**config.mk**
```make
export PLATFORM = sky130hd
export DESIGN_NAME = wb_hilo_ctrl
export DESIGN_NICKNAME = d
export VERILOG_FILES = /design/src/rtl/wb_hilo_ctrl.sv
export SDC_FILE = /design/constraint.sdc
export NUM_CORES = 1
export LEC_CHECK = 0
export ABC_AREA = 1
export CORE_AREA = 2 2 124 126
export DETAILED_ROUTE_END_ITERATION = 10
export DIE_AREA = 0 0 126 128
export DONT_BUFFER_PORTS = 1
export GPL_TIMING_DRIVEN = 1
export PLACE_DENSITY_LB_ADDON = 0.1
export SKIP_CTS_REPAIR_TIMING = 1
export SLEW_MARGIN = 0
export SYNTH_ARGS = -nofsm -noshare
export SYNTH_HDL_FRONTEND = slang
export SYNTH_SLANG_ARGS = --single-unit
```
**constraint.sdc**
```tcl
create_clock -name clk -period 1.6 [get_ports clk]
set_clock_uncertainty 0.2 [all_clocks]
set_input_delay 0.16 -clock clk [delete_from_list [all_inputs] [get_ports clk]]
set_output_delay 0.16 -clock clk [all_outputs]
set_load 0.01 [all_outputs]
```
**src/rtl/wb_hilo_ctrl.sv**
```systemverilog
`default_nettype none
// ============================================================================
// Module      : wb_hilo_ctrl
// Description : MIPS writeback-stage controller. Registers the retiring
//               instruction and drives the GPR write port. Owns the HI/LO
//               registers and counts outstanding MULT/DIV operations.
//               MFHI/MFLO/MTHI/MTLO are interlocked against pending results.
// Ports       : clk, rst_n (async, active low)
//               in_*           MEM-stage instruction and operands; in_ready
//               flush          squashes the MEM-stage instruction
//               md_issue/md_valid/md_hi/md_lo   mul/div issue and result
//               rf_we/rf_waddr/rf_wdata          registered GPR write port
//               hi_q/lo_q      HI/LO contents
//               md_busy/md_full  decoded from the registered pending count
//               proto_err      sticky protocol-violation flag
// Revision    : 1.0 - initial release
// ============================================================================
module wb_hilo_ctrl #(
  parameter int DATA_W     = 32,
  parameter int RA_W       = 5,
  parameter int MD_MAX_OUT = 2,
  localparam int CNT_W     = $clog2(MD_MAX_OUT + 1)
) (
  input  logic              clk,
  input  logic              rst_n,
  input  logic              in_valid,
  output logic              in_ready,
  input  logic [1:0]        in_mem_to_reg,
  input  logic              in_regwrite,
  input  logic              in_hi_read,
  input  logic              in_lo_read,
  input  logic              in_hi_write,
  input  logic              in_lo_write,
  input  logic [RA_W-1:0]   in_rd,
  input  logic [DATA_W-1:0] in_mem_data,
  input  logic [DATA_W-1:0] in_pc,
  input  logic [DATA_W-1:0] in_cp0_data,
  input  logic [DATA_W-1:0] in_rs_data,
  input  logic              flush,
  input  logic              md_issue,
  input  logic              md_valid,
  input  logic [DATA_W-1:0] md_hi,
  input  logic [DATA_W-1:0] md_lo,
  output logic              rf_we,
  output logic [RA_W-1:0]   rf_waddr,
  output logic [DATA_W-1:0] rf_wdata,
  output logic [DATA_W-1:0] hi_q,
  output logic [DATA_W-1:0] lo_q,
  output logic              md_busy,
  output logic              md_full,
  output logic              proto_err
);

  localparam logic [CNT_W-1:0] MAX_CNT = CNT_W'(MD_MAX_OUT);

  logic [CNT_W-1:0]  pending_q, pending_d;
  logic              rf_we_q, rf_we_d;
  logic [RA_W-1:0]   rf_waddr_q, rf_waddr_d;
  logic [DATA_W-1:0] rf_wdata_q, rf_wdata_d;
  logic [DATA_W-1:0] hi_d, lo_d;
  logic              proto_err_q, proto_err_d;

  logic              needs_hilo;
  logic              accept;
  logic              pend_nz;
  logic              md_ok;
  logic              issue_ok;
  logic [DATA_W-1:0] wb_data;

  assign needs_hilo = in_hi_read | in_lo_read | in_hi_write | in_lo_write;
  assign pend_nz    = (pending_q != '0);
  assign in_ready   = !(needs_hilo && pend_nz);
  assign accept     = in_valid & in_ready & ~flush;

  // A result is only taken when something is outstanding; a simultaneous
  // return frees a slot, so an issue at full is legal in that cycle.
  assign md_ok      = md_valid & pend_nz;
  assign issue_ok   = md_issue & ((pending_q != MAX_CNT) | md_ok);

  always_comb begin
    wb_data = in_mem_data;
    case (in_mem_to_reg)
      2'b00:   wb_data = in_mem_data;
      2'b01:   wb_data = in_hi_read ? hi_q : lo_q;
      2'b10:   wb_data = in_pc + DATA_W'(8);
      default: wb_data = in_cp0_data;
    endcase
  end

  always_comb begin
    rf_we_d     = 1'b0;
    rf_waddr_d  = rf_waddr_q;
    rf_wdata_d  = rf_wdata_q;
    hi_d        = hi_q;
    lo_d        = lo_q;
    pending_d   = pending_q;
    proto_err_d = proto_err_q;

    if (accept && in_regwrite && (in_rd != '0)) begin
      rf_we_d    = 1'b1;
      rf_waddr_d = in_rd;
      rf_wdata_d = wb_data;
    end

    // The md result has priority over an MTHI/MTLO in the same cycle.
    if (md_ok) begin
      hi_d = md_hi;
      lo_d = md_lo;
    end else if (accept) begin
      if (in_hi_write) hi_d = in_rs_data;
      if (in_lo_write) lo_d = in_rs_data;
    end

    case ({issue_ok, md_ok})
      2'b10:   pending_d = pending_q + CNT_W'(1);
      2'b01:   pending_d = pending_q - CNT_W'(1);
      default: pending_d = pending_q;
    endcase

    if ((md_valid && !pend_nz) ||
        (md_issue && (pending_q == MAX_CNT) && !md_valid) ||
        (md_ok && accept && (in_hi_write || in_lo_write)))
      proto_err_d = 1'b1;
  end

  always_ff @(posedge clk or negedge rst_n) begin
    if (!rst_n) begin
      rf_we_q     <= 1'b0;
      rf_waddr_q  <= '0;
      rf_wdata_q  <= '0;
      hi_q        <= '0;
      lo_q        <= '0;
      pending_q   <= '0;
      proto_err_q <= 1'b0;
    end else begin
      rf_we_q     <= rf_we_d;
      rf_waddr_q  <= rf_waddr_d;
      rf_wdata_q  <= rf_wdata_d;
      hi_q        <= hi_d;
      lo_q        <= lo_d;
      pending_q   <= pending_d;
      proto_err_q <= proto_err_d;
    end
  end

  assign rf_we     = rf_we_q;
  assign rf_waddr  = rf_waddr_q;
  assign rf_wdata  = rf_wdata_q;
  assign md_busy   = pend_nz;
  assign md_full   = (pending_q == MAX_CNT);
  assign proto_err = proto_err_q;

endmodule
`default_nettype wire

```
Word level (Yosys, flattened, before mapping)
Index checks and enable logic that the tools add are counted.
- mux-type cells: 10
- equality and inequality tests: 6
- reductions and logical operators: 23
- bitwise gates (word level): 9
- add/sub/neg operators: 3
- operators with widths (operator ; count):
    $mux 32 ; 7
    $pmux 32 s3 ; 1
    $add 32x4->32 const B ; 1
    $reduce_bool 2->1 ; 5
    $logic_and 1x1->1 ; 8
    $eq 2x2->1 const B ; 3
    $reduce_bool 5->1 ; 1
    $and 1x1->1 ; 4
    $eq 2x1->1 const B ; 2
    $or 1x1->1 ; 4
    $pmux 2 s2 ; 1
    $reduce_and 2->1 ; 2
    $logic_not 1->1 ; 3
    $logic_or 1x1->1 ; 3
    $add 2x1->2 const B ; 1
    $logic_not 2->1 ; 1
    $ne 2x2->1 const B ; 1
    $sub 2x1->2 const B ; 1
    $mux 1 ; 1
    $not 1->1 ; 1
- register bits: 105
- output and inout bits: 106
- word-level logic and storage cells: 58

Depth between registers and ports, before layout
- depth after elaboration: 10
- depth in mapped cells: 13

Worst setup path after synthesis
No wires, ideal clock.
- path kind: reg2reg
- start point: reg pending_q[0]
- end point: reg rf_wdata_q[24], in the netlist rf_wdata[24]
- setup slack: -0.109 ns
- arrival: 1.392 ns
- required time: 1.284 ns
- stages on the path, launching flop included: 13
- path buffers: 2
- cells stage by stage: dfrtp_1 > inv_2 > nand2_2 > nand2_4 > nand2_2 > inv_2 > nand2_2 > nor2_8 > inv_2 > buf_6 > buf_6 > nand2_1 > nand2_1
- longest elaborated chain between the ends: 7
- ends and longest elaborated chain (item ; RTL line ; text):
    from (decl) ; 56 ; logic [CNT_W-1:0] pending_q, pending_d;
    from (signal assigned) ; 141 ; pending_q <= pending_d;
    $reduce_bool 2->1 ; 71 ; assign pend_nz = (pending_q != '0);
    named net md_busy ; 49 ; output logic md_busy,
    $logic_and 1x1->1 ; 72 ; assign in_ready = !(needs_hilo && pend_nz);
    $logic_not 1->1 ; 72 ;
    named net in_ready ; 27 ; output logic in_ready,
    $and 1x1->1 (2 in series) ; 73 ; assign accept = in_valid & in_ready & ~flush;
    $logic_and 1x1->1 (2 in series) ; 99 ; if (accept && in_regwrite && (in_rd != '0)) begin
    to (signal assigned) ; 138 ; rf_wdata_q <= rf_wdata_d;
    to (decl) ; 59 ; logic [DATA_W-1:0] rf_wdata_q, rf_wdata_d;
The timed path passes the listed nets, and every way through them passes these cells.
A chain may end at the register's enable or synchronous reset.

Worst setup path in the final report
- start point: reg pending_q[1]
- end point: reg hi_q[7]
- longest elaborated chain between the ends: 7
- elaborated cells on any way between the ends: 10
- classes of those cells: mux: 1; bitwise: 3; reduce/logical: 6
- ends and longest elaborated chain (item ; RTL line ; text):
    $reduce_bool 2->1 (*) ; 71 ;
    $logic_and 1x1->1 ; 72 ;
    $logic_not 1->1 ; 72 ;
    $and 1x1->1 (2 in series) ; 73 ;
    $reduce_bool 2->1 (no source line) ; n/a ;
    $reduce_and 2->1 (no source line) ; n/a ;
    to (signal assigned) ; 139 ; hi_q <= hi_d;
    to (decl) ; 47 ; output logic [DATA_W-1:0] hi_q,
Mark *: on every way between the ends. The rest lies on a longest branch, timed or not.

==> results.sh <==
export IMPL_grt_max_degree=106
export IMPL_num_vias=7705
export IMPL_finalCritPeriodShare=1.068
export IMPL_drive_gt1_frac=0.1280
export IMPL_cp_arrival_ns=1.76
export IMPL_synth_area_leader_cell="dfrtp_1"
export IMPL_cts_tree="yes"
export IMPL_place_ws_ns=-0.1252
export IMPL_worst_path_buf_inv=4
export IMPL_end_kind="register"
export IMPL_cp_slowest_cell="dfrtp_1"
export IMPL_overflow=0
export IMPL_r2r_start="pending_q[1]"
export IMPL_crit_chain="inv_2 > nand2_4 > nand2_4 > inv_4 > a31oi_4 > buf_4 > clkbuf_16 > nand2_1 > o311ai_1"
export IMPL_synth_area_um2=6402
export IMPL_drv_cap=0
export IMPL_rsz0062_at_grt="true"
export IMPL_viasPerCell=5.733
export IMPL_avgSynthCellArea_um2=6.804
export IMPL_synthArstFlopShare=1.000
export IMPL_synth_common_cells="nand2_1 (404), nor2_1 (135), dfrtp_1 (105)"
export IMPL_min_path_type="in -> async"
export IMPL_coreArea_um2=14860
export IMPL_rr_endpoint="hi_q[7]"
export IMPL_reg2reg_slack_ns=-0.11
export IMPL_ys_top_cells_by_area="dfrtp_1 (41%), nand2_1 (24%), nor2_1 (7.9%)"
export IMPL_dpl_hpwl_um=18070
export IMPL_gp_congestion=0.9749
export IMPL_setup_viol=96
export IMPL_path_common_cell="nand2_4"
export IMPL_die_h_um=128
export IMPL_drtAntennaViolNets=0
export IMPL_start_util=0.4307
export IMPL_ys_warn_count=0
export IMPL_cp_slowest_stage_delay_ns=0.39
export IMPL_io_buffers=0
export IMPL_timing_fmax_mhz=585.4
export IMPL_power_total_mw=13.43
export IMPL_cp_num_cells=9
export IMPL_worstMarginPinSlew_ns=0.7720
export IMPL_pin_count=316
export IMPL_yosys_most_used_dff="dfrtp_1"
export IMPL_cts_buffer_depth=2
export IMPL_wire_per_inst_um=21.02
export IMPL_cts_sinks=105
export IMPL_grt_pass1_wl_um=35830
export IMPL_fin_crit_ns=1.708
export IMPL_crit_type="reg -> reg"
export IMPL_netlist_cell_type_count=31
export IMPL_path_max_fanout=7
export IMPL_htreeDepth=3
export IMPL_synth_top_area_frac=0.4104
export IMPL_area_delta_synth_final_pct=50.05
export IMPL_drv_slew=0
export IMPL_antenna_found_initial=0
export IMPL_num_rows=45
export IMPL_synth_most_common_cell="nand2_1"
export IMPL_syn_inst=941
export IMPL_drt_wl_total_um=28250
export IMPL_synth_edff_count=0
export IMPL_ys_seq_area_frac=0.4104
export IMPL_dr_pass1_iters=5
export IMPL_fin_ws_ns=-0.1081
export IMPL_die_x_um=126
export IMPL_fin_hold_ws_ns=-0.7070
export IMPL_relSlewSlack=0.4848
export IMPL_worstRegToRegCells=9
export IMPL_root_buffer="clkbuf_16"
export IMPL_syn_nets=1152
export IMPL_cp_required_ns=1.65
export IMPL_crit_family="buffers and inverters"
export IMPL_grt_pass1_vias=6294
export IMPL_violations="hold timing, setup timing"
export IMPL_track_usage=0.2865
export IMPL_die_area_um2=16130
export IMPL_clk_latency_ns=0.36
export IMPL_drcViolationCount=0
export IMPL_path_clk_slew_ns=0.07
export IMPL_peakVddDrop_uv=1083
export IMPL_finalHoldViolCount=117
export IMPL_p_leak_nw=4.361
export IMPL_antenna_cells=0
export IMPL_drtIter0Drc=826
export IMPL_numCtsBuffers=9
export IMPL_nets=1363
export IMPL_status="finished with violations"
export IMPL_synth_seq_cells=105
export IMPL_power_density_nw_per_um2=1398
export IMPL_start_kind="register"
[metrics by stage]
| stage | TNS, ns | util | std cells | cell area, um2 |
|---|---|---|---|---|
| finish | -4.520 | 0.6463 | 1344 | 9607 |
| global placement | -0.5121 | 0.4618 | 1128 | 6864 |
| detailed placement | -2.713 | 0.4618 | 1128 | 6864 |
| floorplan | -0.6143 | - | 941 | 6414 |
| global route | -11.24 | 0.6463 | 1344 | 9607 |
| CTS | -4.943 | 0.4821 | 1143 | 7166 |
[placed cells by master, fill, tap and decap left out, types with 2 or more instances in the layout]
master and count:
nand2_1 402, dlygate4sd3_1 187, dfrtp_1 105, nor2_1 91, buf_4 42, nand3_1 40
inv_1 36, a31oi_1 31, nor2_2 26, a21oi_1 24, nor2_4 20, o21ai_0 18
a211oi_1 17, clkbuf_16 17, o211ai_1 15, o311ai_1 15, o2111ai_1 10, buf_12 9
nand2_4 6, o21bai_1 5, o311ai_0 4, inv_2 3, inv_6 3, or2_2 3
buf_6 3, nand2_2 2, nand2_8 2, xor2_1 2, o21ai_1 2
[registers in the layout, summed over array words and instances (netlist names)]
name	count
rf_waddr	5
rf_we	1
hi_q	32
lo_q	32
proto_err	1
rf_wdata	32
pending_q	2
[per-layer routing]
layer | track usage | vias up | share of wire
met4 | 0.09632 | 0 | 0.037
met3 | 0.07346 | 90 | 0.10
met5 | 0 | - | 0
li1 | - | 3504 | -
met2 | 0.4570 | 556 | 0.47
met1 | 0.3821 | 3555 | 0.39
[worst register-to-register path: stages, from the launching register on]
cell and delay, ns:
dfrtp_1 0.39, inv_2 0.09, nand2_4 0.08, nand2_4 0.11, inv_4 0.08, a31oi_4 0.22, buf_4 0.18, clkbuf_16 0.14
nand2_1 0.04, o311ai_1 0.07
[cell families after synthesis]
logic type                 count (synthesis)  share of synthesized area
buffers and inverters                     93                    0.06351
adders and majority gates                  1                   0.001954
DFF                                      105                     0.4104
AOI/OAI and AO/OA                        144                     0.1534
and+or+nand+nor                          596                     0.3680
xor gates and xnor gates                   2                   0.002736
[how the worst max path moves through the flow]
| stage | startpoint | end |
|---|---|---|
| 6_report | pending_q[1] | hi_q[7] |
| 5_1_grt | pending_q[0] | lo_q[21] |
| 4_1_cts | pending_q[1] | hi_q[2] |
| 3_5_place_dp | pending_q[1] | hi_q[2] |
| 3_3_place_gp | in_pc[3] | rf_wdata[23] |
| 2_1_floorplan | pending_q[0] | rf_wdata[24] |
[power by group]
group | internal (mW) | switching [mW]
clock network | 1.26 | 1.08
registers | 3.93 | 1.96
logic | 2.39 | 2.81
[cell type report]
class                           instances  area (um2)
Timing Repair Buffer                  250        2616
Tap cell                              188       235.2
Multi-Input combinational cell        744        3656
Sequential cell                       105        2628
Clock buffer                           10       239.0
Inverter                               42       170.2
Clock inverter                          5       62.56
Fill cell                            1280        5258
(Power assumes the default switching activity.)
